===== config.mk =====
export PLATFORM = sky130hd
export DESIGN_NAME = ps2_receiver
export DESIGN_NICKNAME = d
export VERILOG_FILES = /design/src/rtl/ps2_receiver.sv
export SDC_FILE = /design/constraint.sdc
export NUM_CORES = 1
export LEC_CHECK = 0
export BUFFER_PORTS_ARGS = -buffer_cell sky130_fd_sc_hd__buf_2
export CAP_MARGIN = 20
export CORE_MARGIN = 1.5
export CORE_UTILIZATION = 50
export DETAILED_ROUTE_END_ITERATION = 8
export PLACE_DENSITY = 0.69
export SLEW_MARGIN = 20
export SYNTH_ARGS = -nofsm -noshare
export SYNTH_HDL_FRONTEND = slang
export SYNTH_SLANG_ARGS = --single-unit

===== constraint.sdc =====
create_clock -name clock -period 3.29 [get_ports clock]
set_input_delay 0.1645 -clock clock [delete_from_list [all_inputs] [get_ports clock]]
set_output_delay 0.1645 -clock clock [all_outputs]
set_load 0.005 [all_outputs]

===== src/rtl/ps2_receiver.sv =====
`default_nettype none
// ============================================================================
// Module   : ps2_receiver
// Brief    : PS/2 device-to-host frame deframer with valid/ack holding register.
//            Optional mid-frame watchdog: define PS2_RECEIVER_TIMEOUT_EN.
// Revision : 1.0 - initial release
// ============================================================================
module ps2_receiver #(
   parameter int                      timeoutWidth = 16,
   parameter logic [timeoutWidth-1:0] timeoutValue = 16'd50000
) (
   input  logic       clock,
   input  logic       reset,
   input  logic       ps2Clock,
   input  logic       ps2Data,
   output logic [7:0] dataOut,
   output logic       dataValid,
   input  logic       dataAck,
   output logic       overrun,
   output logic       parityError,
   output logic       frameError
);

   typedef enum logic [1:0] {
      IDLE   = 2'd0,
      DATA   = 2'd1,
      PARITY = 2'd2,
      STOP   = 2'd3
   } state_t;

   state_t     r_state;
   logic       r_prevClock;
   logic [7:0] r_shift;
   logic [2:0] r_bitCount;
   logic       r_parity;
   logic       w_fall;
   logic       w_timeout;

   assign w_fall = r_prevClock & ~ps2Clock;

`ifdef PS2_RECEIVER_TIMEOUT_EN
   logic [timeoutWidth-1:0] r_timer;

   // Fires on the cycle the counter would step onto timeoutValue.
   assign w_timeout = (r_state != IDLE) && !w_fall &&
                      (r_timer == timeoutValue - 1'b1);
`else
   logic w_unusedParams;

   assign w_timeout      = 1'b0;
   assign w_unusedParams = ^{timeoutWidth, timeoutValue};
`endif

   always_ff @(posedge clock or negedge reset) begin
      if (!reset) begin
         r_state     <= IDLE;
         r_prevClock <= 1'b1;
         r_shift     <= 8'h00;
         r_bitCount  <= 3'd0;
         r_parity    <= 1'b0;
         dataOut     <= 8'h00;
         dataValid   <= 1'b0;
         overrun     <= 1'b0;
         parityError <= 1'b0;
         frameError  <= 1'b0;
`ifdef PS2_RECEIVER_TIMEOUT_EN
         r_timer     <= '0;
`endif
      end else begin
         r_prevClock <= ps2Clock;
         overrun     <= 1'b0;
         parityError <= 1'b0;
         frameError  <= 1'b0;

         if (dataAck) begin
            dataValid <= 1'b0;
         end

`ifdef PS2_RECEIVER_TIMEOUT_EN
         if (r_state == IDLE || w_fall || w_timeout) begin
            r_timer <= '0;
         end else begin
            r_timer <= r_timer + 1'b1;
         end
`endif

         if (w_timeout) begin
            r_state    <= IDLE;
            frameError <= 1'b1;
         end else if (w_fall) begin
            case (r_state)
               IDLE: begin
                  if (!ps2Data) begin
                     r_state    <= DATA;
                     r_bitCount <= 3'd0;
                  end else begin
                     frameError <= 1'b1;
                  end
               end
               DATA: begin
                  r_shift    <= {ps2Data, r_shift[7:1]};
                  r_bitCount <= r_bitCount + 3'd1;
                  if (r_bitCount == 3'd7) begin
                     r_state <= PARITY;
                  end
               end
               PARITY: begin
                  r_parity <= ps2Data;
                  r_state  <= STOP;
               end
               STOP: begin
                  r_state <= IDLE;
                  if (!ps2Data) begin
                     frameError <= 1'b1;
                  end else if (~^{r_shift, r_parity}) begin
                     parityError <= 1'b1;
                  end else begin
                     // A same-cycle ack consumes the old byte, so no overrun.
                     dataOut   <= r_shift;
                     dataValid <= 1'b1;
                     overrun   <= dataValid & ~dataAck;
                  end
               end
               default: r_state <= IDLE;
            endcase
         end
      end
   end

endmodule
`default_nettype wire

# Word level (Yosys, flattened, before mapping)
# Cells that the tools add are included.
# W data, S select, Z words.
# classes
addsub,1
eq_ne,6
muxes,22
n_bitwise,5
n_reduce_logical,8
# op_table
operator,n
$mux W1,16
$reduce_xnor A9 Y1,1
$pmux W2 S4,1
$pmux W3 S2,1
$reduce_and A3 Y1,2
$eq A2 B2 Y1 const B,2
$mux W2,2
$ne A2 B2 Y1 const B,2
$reduce_and A2 Y1,2
$reduce_and A4 Y1,1
$add A3 B1 Y3 const B,1
$eq A3 B3 Y1 const B,1
$mux W3,1
$not A1 Y1,3
$and A1 B1 Y1,2
$eq A2 B1 Y1 const B,1
$logic_not A2 Y1,1
$pmux W1 S2,1
$reduce_bool A2 Y1,1
# totals
reg_bits,27
inputBits,5
out_inout_bits,12
elab_cells,52

# Longest topological paths before layout
# logic_depth
ltp_word,6
ltp_mapped,6
mapped_depth_nobuf,6

# Least setup slack after synthesis
# Ideal clock, no wire load.
# synth_path
path_type,register -> register
from,register r_shift[2]
to,register dataOut[0]
setup_ns,0.125
arrival_time_ns,1.713
t_required_ns,3.165
path_slack_ns,1.452
stages_incl_launch_ff,6
n_path_buf,0
period_less_slack_ns,1.838
cell_sequence,dfrtp_1 > xnor2_1 > xnor2_1 > xnor3_2 > nor2_8 > mux2_2
# synth_between
elab_chain_len,3
# synth_lines
item,line_no,source
"start, declared",33,logic [7:0] r_shift;
"start signal, assigned",101,"r_shift <= {ps2Data, r_shift[7:1]};"
$reduce_xnor A9 Y1,115,"end else if (~^{r_shift, r_parity}) begin"
$not A1 Y1 (no source line),--,
$reduce_and A4 Y1 (no source line),--,
"end signal, assigned",119,dataOut <= r_shift;
"end, declared",16,"output logic [7:0] dataOut,"
# Every way passes these cells.
# A chain may end at the register's enable or synchronous reset.

# Final worst setup path
# Same ends and word-level chain as after synthesis.

==> flow_summary.json <==
{
  "status": "finished, final reports clean",
  "slowest_delay_ns": 0.47,
  "dr.pass1.iters": 4,
  "route.detailed.drc": 0,
  "numCtsBuffers": 3,
  "start_kind": "flop",
  "drt_iter0_drc": 4,
  "cp_max_fo": 7,
  "arrival_ns": 2.17,
  "layout.cells.non_filler": 140,
  "nets": 125,
  "hold_slack_ns": 0.170,
  "crit_top_cell": "xnor2_1",
  "grt_pass1_vias": 704,
  "yosysUniqueCellTypes": 21,
  "maxCapViolCount": 0,
  "grt_usage_pct": 16.2,
  "end_kind": "flop",
  "die_w_um": 52.2,
  "die-area_mm2": 0.00273,
  "clock-sinks": 27,
  "grt_pass1_wl_um": 3150,
  "clkTransAtPathRegs_ns": 0.14,
  "gp_congestion": 0.722,
  "htreeDepth": 1,
  "crit_chain": "xnor2_1, xnor2_1, xnor3_2, nor2_8, mux2_2",
  "post-place-cells": 133,
  "fillers": 207,
  "clockBufferDepth": 2,
  "leakagePower_nw": 0.692,
  "cts-root-buf": "clkbuf_4",
  "yosysWarnings": 0,
  "tightest_slew_ns": 0.579,
  "tns_ns": 0,
  "insertedDiodeCount": 0,
  "wire_per_inst_um": 13.2,
  "report.final.slew_viol_count": 0,
  "synth.cell_area_mm2": 0.00121,
  "slowest_stage": "xnor3_2",
  "clock_skew_ns": 0.00298,
  "syn_to_final_growth_pct": 14.2,
  "cp_num_buf_inv": 0,
  "syn_area_per_cell_um2": 13.6,
  "syn_inst": 89,
  "crit_family": "XOR/XNOR gates",
  "layout_min_cycle_time_ns": 1.95,
  "maxSlewHeadroom_pct": 61.4,
  "rows": 17,
  "vias_per_cell": 5.11,
  "final_util_pct": 61.3,
  "pwr_density_cell_mw_per_mm2": 959,
  "max_freq_mhz": 512,
  "num_vias": 716,
  "hold_class": "input port to flop",
  "worstSkewPairLatency_ns": 0.31,
  "wirelength_um": 1850,
  "start_util_pct": 53.7,
  "crit_required_ns": 3.50,
  "peakVddDrop_v": 0.000789,
  "ys_seq_elements": 27,
  "place.port_buffers": 16,
  "grt_setup_unrepaired": "false",
  "setup_viol": 0,
  "antenna_found_initial": 0,
  "grt-ovfl-total": 0,
  "syn-num-nets": 101,
  "die_h_um": 52.2,
  "dp_hpwl_um": 1340,
  "grt_max_degree": 28,
  "ys_seq_area_share_pct": 55.9,
  "path_class": "flop to flop",
  "ios": 17,
  "core_area_mm2": 0.00225,
  "hold_viol_final": 0,
  "finalCritPeriodShare_pct": 59.4,
  "cts_tree": "done",
  "drtAntennaViolNets": 0,
  "drive_gt1_share_pct": 33.9
}
[registers in the layout (all words and copies together) (netlist names)]
register and cells:
dataOut 8, r_shift 8, r_bitCount 3, r_state 2, dataValid 1, frameError 1, overrun 1, parityError 1
r_parity 1, r_prevClock 1
[worst reg2reg max path, stage by stage, from the launching register on]
cell     delay (ns)
dfrtp_1        0.44
xnor2_1        0.15
xnor2_1        0.27
xnor3_2        0.47
nor2_8         0.18
mux2_2         0.35
[cells in the mapped netlist]
master | number | share of area (%)
nand3_1 | 1 | 0.41
a32o_1 | 2 | 1.7
nor2b_1 | 2 | 1.0
nand2_1 | 5 | 1.5
o21ai_0 | 6 | 2.5
ha_1 | 7 | 7.2
nand2b_1 | 1 | 0.52
inv_1 | 5 | 1.5
nor2_8 | 1 | 1.7
a21oi_1 | 2 | 0.83
nor4_1 | 1 | 0.52
dfrtp_1 | 26 | 54
xnor2_1 | 7 | 5.1
a41oi_1 | 1 | 0.72
mux2i_1 | 1 | 0.83
nor3_1 | 1 | 0.41
o22ai_1 | 1 | 0.52
nor2_1 | 1 | 0.31
dfstp_2 | 1 | 2.2
mux2_2 | 16 | 15
xnor3_2 | 1 | 2.0
[kinds of logic (layout without fill, tap and decap cells)]
| logic type | after synthesis | count (layout) | synth area share, % |
|---|---|---|---|
| XOR/XNOR | 8 | 8 | 7.02 |
| multiplexers | 17 | 17 | 15.7 |
| flip-flops | 27 | 27 | 55.9 |
| adder cells (fa/ha/maj) | 7 | 7 | 7.23 |
| AO/OA/AOI/OAI | 12 | 12 | 6.20 |
| AND/OR/NAND/NOR | 13 | 13 | 6.40 |
| buffers and inverters | 5 | 28 | 1.55 |
[placed cells by master (no fill, tap or decap), types with 2 or more instances in the layout]
cell type	netlist	layout
xnor2_1	7	7
nand2_1	5	5
nor2b_1	2	2
inv_1	5	5
clkbuf_4	0	3
ha_1	7	7
dlygate4sd3_1	0	3
o21ai_0	6	6
dfrtp_1	26	26
buf_2	0	16
a32o_1	2	2
a21oi_1	2	2
mux2_2	16	16
[routing by layer]
layer  track usage, %  up-vias  part of all wire [%]
li1                 -      356                     -
met1             20.6      352                    48
met2             26.4        6                    49
met3             3.43        2                   2.5
met4             7.69        0                  0.92
met5                0        -                     0
[path summary, 6_finish.rpt]
check | startpoint | end | slack (ns) | cells past startpoint
setup / recovery | r_shift[2] | dataOut[0] | 1.34 | 5
hold / removal | ps2Data | r_parity | 0.17 | 2
setup reg to reg | r_shift[2] | dataOut[0] | 1.34 | 5
hold reg to reg | r_bitCount[0] | r_bitCount[0] | 0.52 | 1
max in group asynchronous | reset | dataOut[5] | 2.55 | 2
min in group asynchronous | reset | frameError | 0.36 | 2
[report_power, final]
group          internal [mW]  switching [mW]  leakage [nW]
clock network         0.0473          0.0900        0.0150
logic                  0.338           0.314         0.333
registers              0.451          0.0861         0.344
total                  0.836           0.490         0.692
[timing repair]
action,CTS,global route
gates resized for setup,0,0
setup buffers,0,0
hold buffers,3,0
endpoints found under the hold margin,28,0
[final cells by class]
type	count	area (um2)	share of cell area, %
Multi-Input combinational cell	57	515	37.3
Clock buffer	4	26.3	1.90
Tap cell	28	35.0	2.53
Timing Repair Buffer	19	110	7.96
Inverter	5	18.8	1.36
Sequential cell	27	677	49.0
[stage by stage]
step	power [mW]	worst slack, ns	cell area (um2)
detailed placement	1.21	1.32	1330
CTS	1.35	1.31	1380
global placement	1.19	1.37	1330
global route	1.43	1.23	1380
finish	1.33	1.34	1380
floorplan	1.07	1.45	1210
Power figures use the tool's default switching activity.
